==> config.mk <==
export PLATFORM = sky130hd
export DESIGN_NAME = spi_mnrch_cfg_flat
export DESIGN_NICKNAME = d
export VERILOG_FILES = /design/src/rtl/spi_mnrch_cfg_if.sv /design/src/rtl/spi_mnrch_cfg.sv /design/src/flat_wrapper.sv
export SDC_FILE = /design/constraint.sdc
export NUM_CORES = 1
export LEC_CHECK = 0
export BUFFER_PORTS_ARGS = -buffer_cell sky130_fd_sc_hd__buf_2
export CORE_UTILIZATION = 42
export DETAILED_ROUTE_END_ITERATION = 12
export PLACE_DENSITY = 0.69
export SLEW_MARGIN = 40
export SYNTH_ARGS = -nofsm -noshare
export SYNTH_HDL_FRONTEND = slang
export SYNTH_SLANG_ARGS = --single-unit
==> constraint.sdc <==
create_clock -name clk -period 1.7 [get_ports clk]
set_clock_uncertainty 0.15 [all_clocks]
set_input_delay 0.34 -clock clk [delete_from_list [all_inputs] [get_ports clk]]
set_output_delay 0.34 -clock clk [all_outputs]
set_load 0.05 [all_outputs]
==> src/rtl/spi_mnrch_cfg_if.sv <==
// Bus bundle for the configurable SPI monarch: request/response handshake
// towards the control logic plus the four SPI pins towards the peripherals.
interface spi_mnrch_cfg_if #(
  parameter int DATA_W = 16,
  parameter int NUM_SS = 1
);
  localparam int SS_W = (NUM_SS > 1) ? $clog2(NUM_SS) : 1;

  logic              snd;
  logic [DATA_W-1:0] cmd;
  logic              cpol;
  logic              cpha;
  logic [SS_W-1:0]   ss_sel;
  logic              busy;
  logic              done;
  logic [DATA_W-1:0] resp;
  logic              MISO;
  logic              SCLK;
  logic              MOSI;
  logic [NUM_SS-1:0] SS_n;

  // Monarch side: consumes requests and MISO, drives the SPI pins and status.
  modport master (
    input  snd, cmd, cpol, cpha, ss_sel, MISO,
    output SCLK, MOSI, SS_n, busy, done, resp
  );

  // Requester / peripheral side.
  modport slave (
    output snd, cmd, cpol, cpha, ss_sel, MISO,
    input  SCLK, MOSI, SS_n, busy, done, resp
  );
endinterface

==> src/rtl/spi_mnrch_cfg.sv <==
// Parametrised SPI monarch. One full-duplex frame of DATA_W bits per accepted
// snd, any of the four CPOL/CPHA modes, one of NUM_SS active-low selects.
// Frame timeline from T0 (cycle after accept): SCLK edge k at T0 + k*HALF,
// k = 1..2*DATA_W, then a HALF-cycle tail before selects are released.
module spi_mnrch_cfg #(
  parameter int DATA_W = 16,
  parameter int HALF   = 16,
  parameter int NUM_SS = 1
) (
  input  logic            clk,
  input  logic            rst_n,
  spi_mnrch_cfg_if.master bus
);
  localparam int SS_W = (NUM_SS > 1) ? $clog2(NUM_SS) : 1;
  localparam int HC_W = (HALF > 1) ? $clog2(HALF) : 1;
  localparam int EC_W = $clog2(2 * DATA_W + 1);
  localparam logic [HC_W-1:0] HC_LAST = HC_W'(HALF - 1);
  localparam logic [EC_W-1:0] EC_LAST = EC_W'(2 * DATA_W - 1);

  typedef enum logic [1:0] {
    IDLE = 2'd0,
    XFER = 2'd1,
    TAIL = 2'd2
  } state_t;

  state_t            state_r, state_s;
  logic [DATA_W-1:0] sr_r, sr_s;
  logic              miso_q_r, miso_q_s;
  logic [HC_W-1:0]   hcnt_r, hcnt_s;
  logic [EC_W-1:0]   ecnt_r, ecnt_s;
  logic              cpol_l_r, cpol_l_s;
  logic              cpha_l_r, cpha_l_s;
  logic              sclk_r, sclk_s;
  logic [NUM_SS-1:0] ss_n_r, ss_n_s;
  logic              busy_r, busy_s;
  logic              done_r, done_s;
  logic [DATA_W-1:0] resp_r, resp_s;

  logic              half_end_s;
  logic              is_lead_s;
  logic [DATA_W-1:0] shifted_s;

  // Active-low one-hot select; out-of-range indices leave every line high.
  function automatic logic [NUM_SS-1:0] ss_decode(input logic [SS_W-1:0] sel);
    logic [NUM_SS-1:0] v;
    v = {NUM_SS{1'b1}};
    for (int i = 0; i < NUM_SS; i++) begin
      v[i] = (sel == SS_W'(i)) ? 1'b0 : 1'b1;
    end
    return v;
  endfunction

  assign half_end_s = (hcnt_r == HC_LAST);
  // The edge about to happen is number ecnt_r+1: odd numbers are leading edges.
  assign is_lead_s  = (ecnt_r[0] == 1'b0);
  assign shifted_s  = {sr_r[DATA_W-2:0], miso_q_r};

  // Next-state and datapath update for the frame sequencer.
  always_comb begin
    state_s  = state_r;
    sr_s     = sr_r;
    miso_q_s = miso_q_r;
    hcnt_s   = hcnt_r;
    ecnt_s   = ecnt_r;
    cpol_l_s = cpol_l_r;
    cpha_l_s = cpha_l_r;
    sclk_s   = sclk_r;
    ss_n_s   = ss_n_r;
    busy_s   = busy_r;
    done_s   = done_r;
    resp_s   = resp_r;
    case (state_r)
      IDLE: begin
        sclk_s = bus.cpol;
        if (bus.snd) begin
          state_s  = XFER;
          sr_s     = bus.cmd;
          cpol_l_s = bus.cpol;
          cpha_l_s = bus.cpha;
          ss_n_s   = ss_decode(bus.ss_sel);
          busy_s   = 1'b1;
          done_s   = 1'b0;
          hcnt_s   = {HC_W{1'b0}};
          ecnt_s   = {EC_W{1'b0}};
        end else begin
          state_s = IDLE;
        end
      end
      XFER: begin
        if (half_end_s) begin
          hcnt_s = {HC_W{1'b0}};
          sclk_s = ~sclk_r;
          ecnt_s = ecnt_r + 1'b1;
          if (is_lead_s != cpha_l_r) begin
            // sample edge
            miso_q_s = bus.MISO;
          end else if (cpha_l_r && (ecnt_r == {EC_W{1'b0}})) begin
            // cpha=1: first leading edge launches nothing, MSB is already out
            sr_s = sr_r;
          end else begin
            sr_s = shifted_s;
          end
          if (ecnt_r == EC_LAST) begin
            state_s = TAIL;
          end else begin
            state_s = XFER;
          end
        end else begin
          hcnt_s = hcnt_r + 1'b1;
        end
      end
      TAIL: begin
        if (half_end_s) begin
          state_s = IDLE;
          hcnt_s  = {HC_W{1'b0}};
          sclk_s  = cpol_l_r;
          ss_n_s  = {NUM_SS{1'b1}};
          busy_s  = 1'b0;
          done_s  = 1'b1;
          if (cpha_l_r) begin
            // commit the last sampled bit, which had no launch edge after it
            sr_s   = shifted_s;
            resp_s = shifted_s;
          end else begin
            resp_s = sr_r;
          end
        end else begin
          hcnt_s = hcnt_r + 1'b1;
        end
      end
      default: begin
        state_s = IDLE;
      end
    endcase
  end

  // State and datapath registers with synchronous active-low reset.
  always_ff @(posedge clk) begin
    if (!rst_n) begin
      state_r  <= IDLE;
      sr_r     <= {DATA_W{1'b0}};
      miso_q_r <= 1'b0;
      hcnt_r   <= {HC_W{1'b0}};
      ecnt_r   <= {EC_W{1'b0}};
      cpol_l_r <= 1'b0;
      cpha_l_r <= 1'b0;
      sclk_r   <= 1'b0;
      ss_n_r   <= {NUM_SS{1'b1}};
      busy_r   <= 1'b0;
      done_r   <= 1'b0;
      resp_r   <= {DATA_W{1'b0}};
    end else begin
      state_r  <= state_s;
      sr_r     <= sr_s;
      miso_q_r <= miso_q_s;
      hcnt_r   <= hcnt_s;
      ecnt_r   <= ecnt_s;
      cpol_l_r <= cpol_l_s;
      cpha_l_r <= cpha_l_s;
      sclk_r   <= sclk_s;
      ss_n_r   <= ss_n_s;
      busy_r   <= busy_s;
      done_r   <= done_s;
      resp_r   <= resp_s;
    end
  end

  assign bus.SCLK = sclk_r;
  assign bus.MOSI = sr_r[DATA_W-1];
  assign bus.SS_n = ss_n_r;
  assign bus.busy = busy_r;
  assign bus.done = done_r;
  assign bus.resp = resp_r;
endmodule
==> src/flat_wrapper.sv <==
// flat-port wrapper written by rule: the top's interface ports become plain ports
module spi_mnrch_cfg_flat 
#(
  parameter int DATA_W = 16,
  parameter int HALF   = 16,
  parameter int NUM_SS = 1
)
  (clk, rst_n, bus_snd, bus_cmd, bus_cpol, bus_cpha, bus_ss_sel, bus_MISO, bus_SCLK, bus_MOSI, bus_SS_n, bus_busy, bus_done, bus_resp);
  spi_mnrch_cfg_if #(.DATA_W(DATA_W), .NUM_SS(NUM_SS)) bus_i ();
  input  logic clk;
  input  logic rst_n;
  input wire logic [$bits(bus_i.snd)-1:0] bus_snd;
  input wire logic [$bits(bus_i.cmd)-1:0] bus_cmd;
  input wire logic [$bits(bus_i.cpol)-1:0] bus_cpol;
  input wire logic [$bits(bus_i.cpha)-1:0] bus_cpha;
  input wire logic [$bits(bus_i.ss_sel)-1:0] bus_ss_sel;
  input wire logic [$bits(bus_i.MISO)-1:0] bus_MISO;
  output wire logic [$bits(bus_i.SCLK)-1:0] bus_SCLK;
  output wire logic [$bits(bus_i.MOSI)-1:0] bus_MOSI;
  output wire logic [$bits(bus_i.SS_n)-1:0] bus_SS_n;
  output wire logic [$bits(bus_i.busy)-1:0] bus_busy;
  output wire logic [$bits(bus_i.done)-1:0] bus_done;
  output wire logic [$bits(bus_i.resp)-1:0] bus_resp;
  assign bus_i.snd = bus_snd;
  assign bus_i.cmd = bus_cmd;
  assign bus_i.cpol = bus_cpol;
  assign bus_i.cpha = bus_cpha;
  assign bus_i.ss_sel = bus_ss_sel;
  assign bus_i.MISO = bus_MISO;
  assign bus_SCLK = bus_i.SCLK;
  assign bus_MOSI = bus_i.MOSI;
  assign bus_SS_n = bus_i.SS_n;
  assign bus_busy = bus_i.busy;
  assign bus_done = bus_i.done;
  assign bus_resp = bus_i.resp;
  spi_mnrch_cfg #(.DATA_W(DATA_W), .HALF(HALF), .NUM_SS(NUM_SS)) u_core (.clk(clk), .rst_n(rst_n), .bus(bus_i));
endmodule
==> results.py <==
metrics = {
    "place": {
        "post-place-ws_ns": -0.0693,
        "dpl_cell_area_sq_um": 3190,
        "dp_hpwl_um": 4490,
        "gp_congestion": 0.809,
        "io_buffers": 43,
        "dp.cells": 435,
    },
    "grt": {
        "grt_pass1_wl_um": 10600,
        "grt_overflow": 0,
        "grt_pass1_vias": 2276,
        "antenna_found_initial": 0,
        "grt_max_degree": 35,
        "grt_use_total": 0.208,
    },
    "cts": {
        "cts_made_buffers": 5,
        "root_buffer": "clkbuf_8",
        "clk_pin_slew_ns": 0.09,
        "clk_latency_ns": 0.31,
        "clockBufferDepth": 2,
        "cts_hold_buffers": 0,
        "cts_num_sinks": 51,
        "cts.htree.levels": 2,
        "cts_tree": "built",
    },
    "setup_path": {
        "crit_buf_inv": 2,
        "critPathArrivalTime_ns": 1.84,
        "crit_start": "u_core.state_r[1]$_SDFFE_PN0P_",
        "critPathCapture": "u_core.sr_r[2]$_SDFFE_PN0P_",
        "crit_path_max_incr_delay_ns": 0.39,
        "cp.required_ns": 1.78,
        "cp_cell_sequence": "inv_4 -> ha_4 -> or2_4 -> a21oi_4 -> nand3_4 -> buf_12 -> mux2i_1",
        "r2r-start": "u_core.state_r[1]$_SDFFE_PN0P_",
        "ff2ff_setup_slack_ns": -0.05,
        "r2r_end": "u_core.sr_r[2]$_SDFFE_PN0P_",
        "worstPathMaxFanout": 8,
        "path_class": "reg -> reg",
        "rr_worst_depth": 7,
        "cp_slowest_cell": "dfxtp_4",
        "critPathTopFamily": "flip-flops",
        "crit_cells": 7,
        "endpoint_kind": "flip-flop",
        "start_kind": "flip-flop",
    },
    "sta": {
        "rsz0062_at_grt": "yes",
        "setup_ws_ns": -0.0545,
        "fmax_mhz": 570,
        "tightest_slew_ns": 0.312,
        "setup-tns-final_ns": -0.516,
        "period_share": 1.03,
        "hold_violations": 0,
        "relSlewSlack": 0.787,
        "slew_viol_final": 0,
        "finalSetupViolations": 16,
        "holdWs_ns": 0.113,
        "post-route-min-period_ns": 1.75,
    },
    "floorplanning": {
        "core_area_sq_um": 6060,
        "rows": 28,
        "initial_utilization": 0.448,
        "ioPinCount": 44,
        "die-area_sq_um": 6790,
        "fp.dieW_um": 82.4,
        "die_y_um": 82.4,
    },
    "synth": {
        "synth_warnings": 0,
        "synthFlopType": "dfxtp_1",
        "yosys_register_bits": 51,
        "syn_avg_cell_area_sq_um": 8.64,
        "synth_edf_count": 0,
        "syn_nets": 344,
        "syn_inst": 314,
        "netlist_area_sq_um": 2710,
        "ys_async_sr_fraction": 0,
        "synth_seq_area_share": 0.376,
        "yosysUniqueCellTypes": 43,
    },
    "detailed_routing": {
        "route.detailed.drc": 0,
        "routedWlPerCell_um": 15.1,
        "drt_iter0_drc": 186,
        "drt_pass1_iterations": 4,
        "wirelength_um": 6760,
        "viasPerCell": 5.59,
        "vias": 2512,
        "postRouteAntennaNets": 0,
    },
    "run": {
        "cap_viol_max_count": 0,
    },
    "final_layout": {
        "finish.instance_area_sq_um": 3460,
        "regArea_sq_um": 1030,
        "final_cell_mix": "dfxtp_1, buf_2, nand2_1",
        "final_cells": 449,
        "drive_gt1_frac": 0.283,
        "nFillCells": 538,
        "antenna_cells": 0,
        "area_delta_synth_final_pct": 27.5,
        "multiInputGateArea_sq_um": 1640,
        "utilization": 0.571,
        "layout.nets": 403,
        "final_common_cell": "dfxtp_1",
    },
    "pwr": {
        "p_leak_nw": 1.33,
        "power.total_mw": 2.60,
        "pwr_density_cell_nw_per_um2": 753,
        "ir_drop_mv": 0.441,
    },
    "outcome": {
        "failed_checks": "negative setup slack",
        "outcome": "finished with violations",
    },
    "hold_path": {
        "worstHoldPathType": "in -> reg",
    },
}
synthesized netlist by cell type (all sizes together) (2+ instances only):
library cell   n  area (sq um)
nand2         40           150
buf           11          67.6
inv           11          41.3
nor4           2          12.5
nor2          27           104
o211ai        36           270
nand3b         4          30.0
clkbuf        13          48.8
nand2b         7          43.8
a211oi        16           125
o211a          3          30.0
a31oi          3          18.8
xnor2          5          43.8
o21ai          5          25.0
dfxtp         51          1020
nand3         10          67.6
ha             7          87.6
mux2i         32           320
a21oi         14          81.3
nor3           2          10.0
metal layers:
| layer | vias to the layer above | part of all wire | track usage |
|---|---|---|---|
| li1 | 1248 | - | - |
| met1 | 1182 | 0.46 | 0.267 |
| met2 | 73 | 0.46 | 0.331 |
| met3 | 9 | 0.063 | 0.0516 |
| met4 | 0 | 0.018 | 0.0825 |
| met5 | - | 0 | 0 |
where the power goes:
part	internal [mW]	switching (mW)	total, mW
sequential	1.25	0.0529	1.30
clock	0.371	0.409	0.780
combinational	0.240	0.284	0.525
total	1.86	0.746	2.60
how the worst min path moves through the flow:
stage	depth (start not counted)	end	slack (ns)	start
3_5_place_dp	2	u_core.cpol_l_r$_SDFFE_PN0P_	0.31	u_core.cpol_l_r$_SDFFE_PN0P_
5_1_grt	2	u_core.bus.SS_n$_SDFFE_PN1P_	0.12	rst_n
3_3_place_gp	2	u_core.cpol_l_r$_SDFFE_PN0P_	0.29	u_core.cpol_l_r$_SDFFE_PN0P_
6_report	2	u_core.bus.SS_n$_SDFFE_PN1P_	0.11	rst_n
4_1_cts	2	u_core.bus.SS_n$_SDFFE_PN1P_	0.11	rst_n
2_1_floorplan	2	u_core.cpol_l_r$_SDFFE_PN0P_	0.29	u_core.cpol_l_r$_SDFFE_PN0P_
kinds of logic after synthesis:
logic type                 count (synthesis)  synth area share
and+or+nand+nor                           99             0.172
buffers and inverters                     36            0.0595
adders and majority gates                  7            0.0323
xor gates and xnor gates                   5            0.0161
AOI/OAI and AO/OA                         84             0.225
muxes                                     32             0.118
DFF                                       51             0.376
sequential cells by signal, indices dropped and copies added (netlist names):
register and count:
u_core.bus.SCLK 1, u_core.bus.done 1, u_core.bus.busy 1, u_core.sr_r 16, u_core.ecnt_r 6, u_core.state_r 2, u_core.cpol_l_r 1, u_core.cpha_l_r 1
u_core.bus.resp 16, u_core.bus.SS_n 1, u_core.hcnt_r 4, u_core.miso_q_r 1
layout make-up:
cell class                      instances  share of cell area
Timing Repair Buffer                   75               0.157
Multi-Input combinational cell        228               0.474
Tap cell                               75              0.0271
Sequential cell                        51               0.298
Inverter                               12              0.0145
Clock buffer                            7              0.0278
Clock inverter                          1             0.00217
what timing repair did:
action                                  CTS  global route
buffers inserted                          5             0
pin swaps                                 0             6
gates resized for setup                   7            17
endpoints found under the setup margin   37            34
cloned                                    1             1
hold endpoints to repair                  0             0
Note: power is estimated with default switching activity, not from simulation.
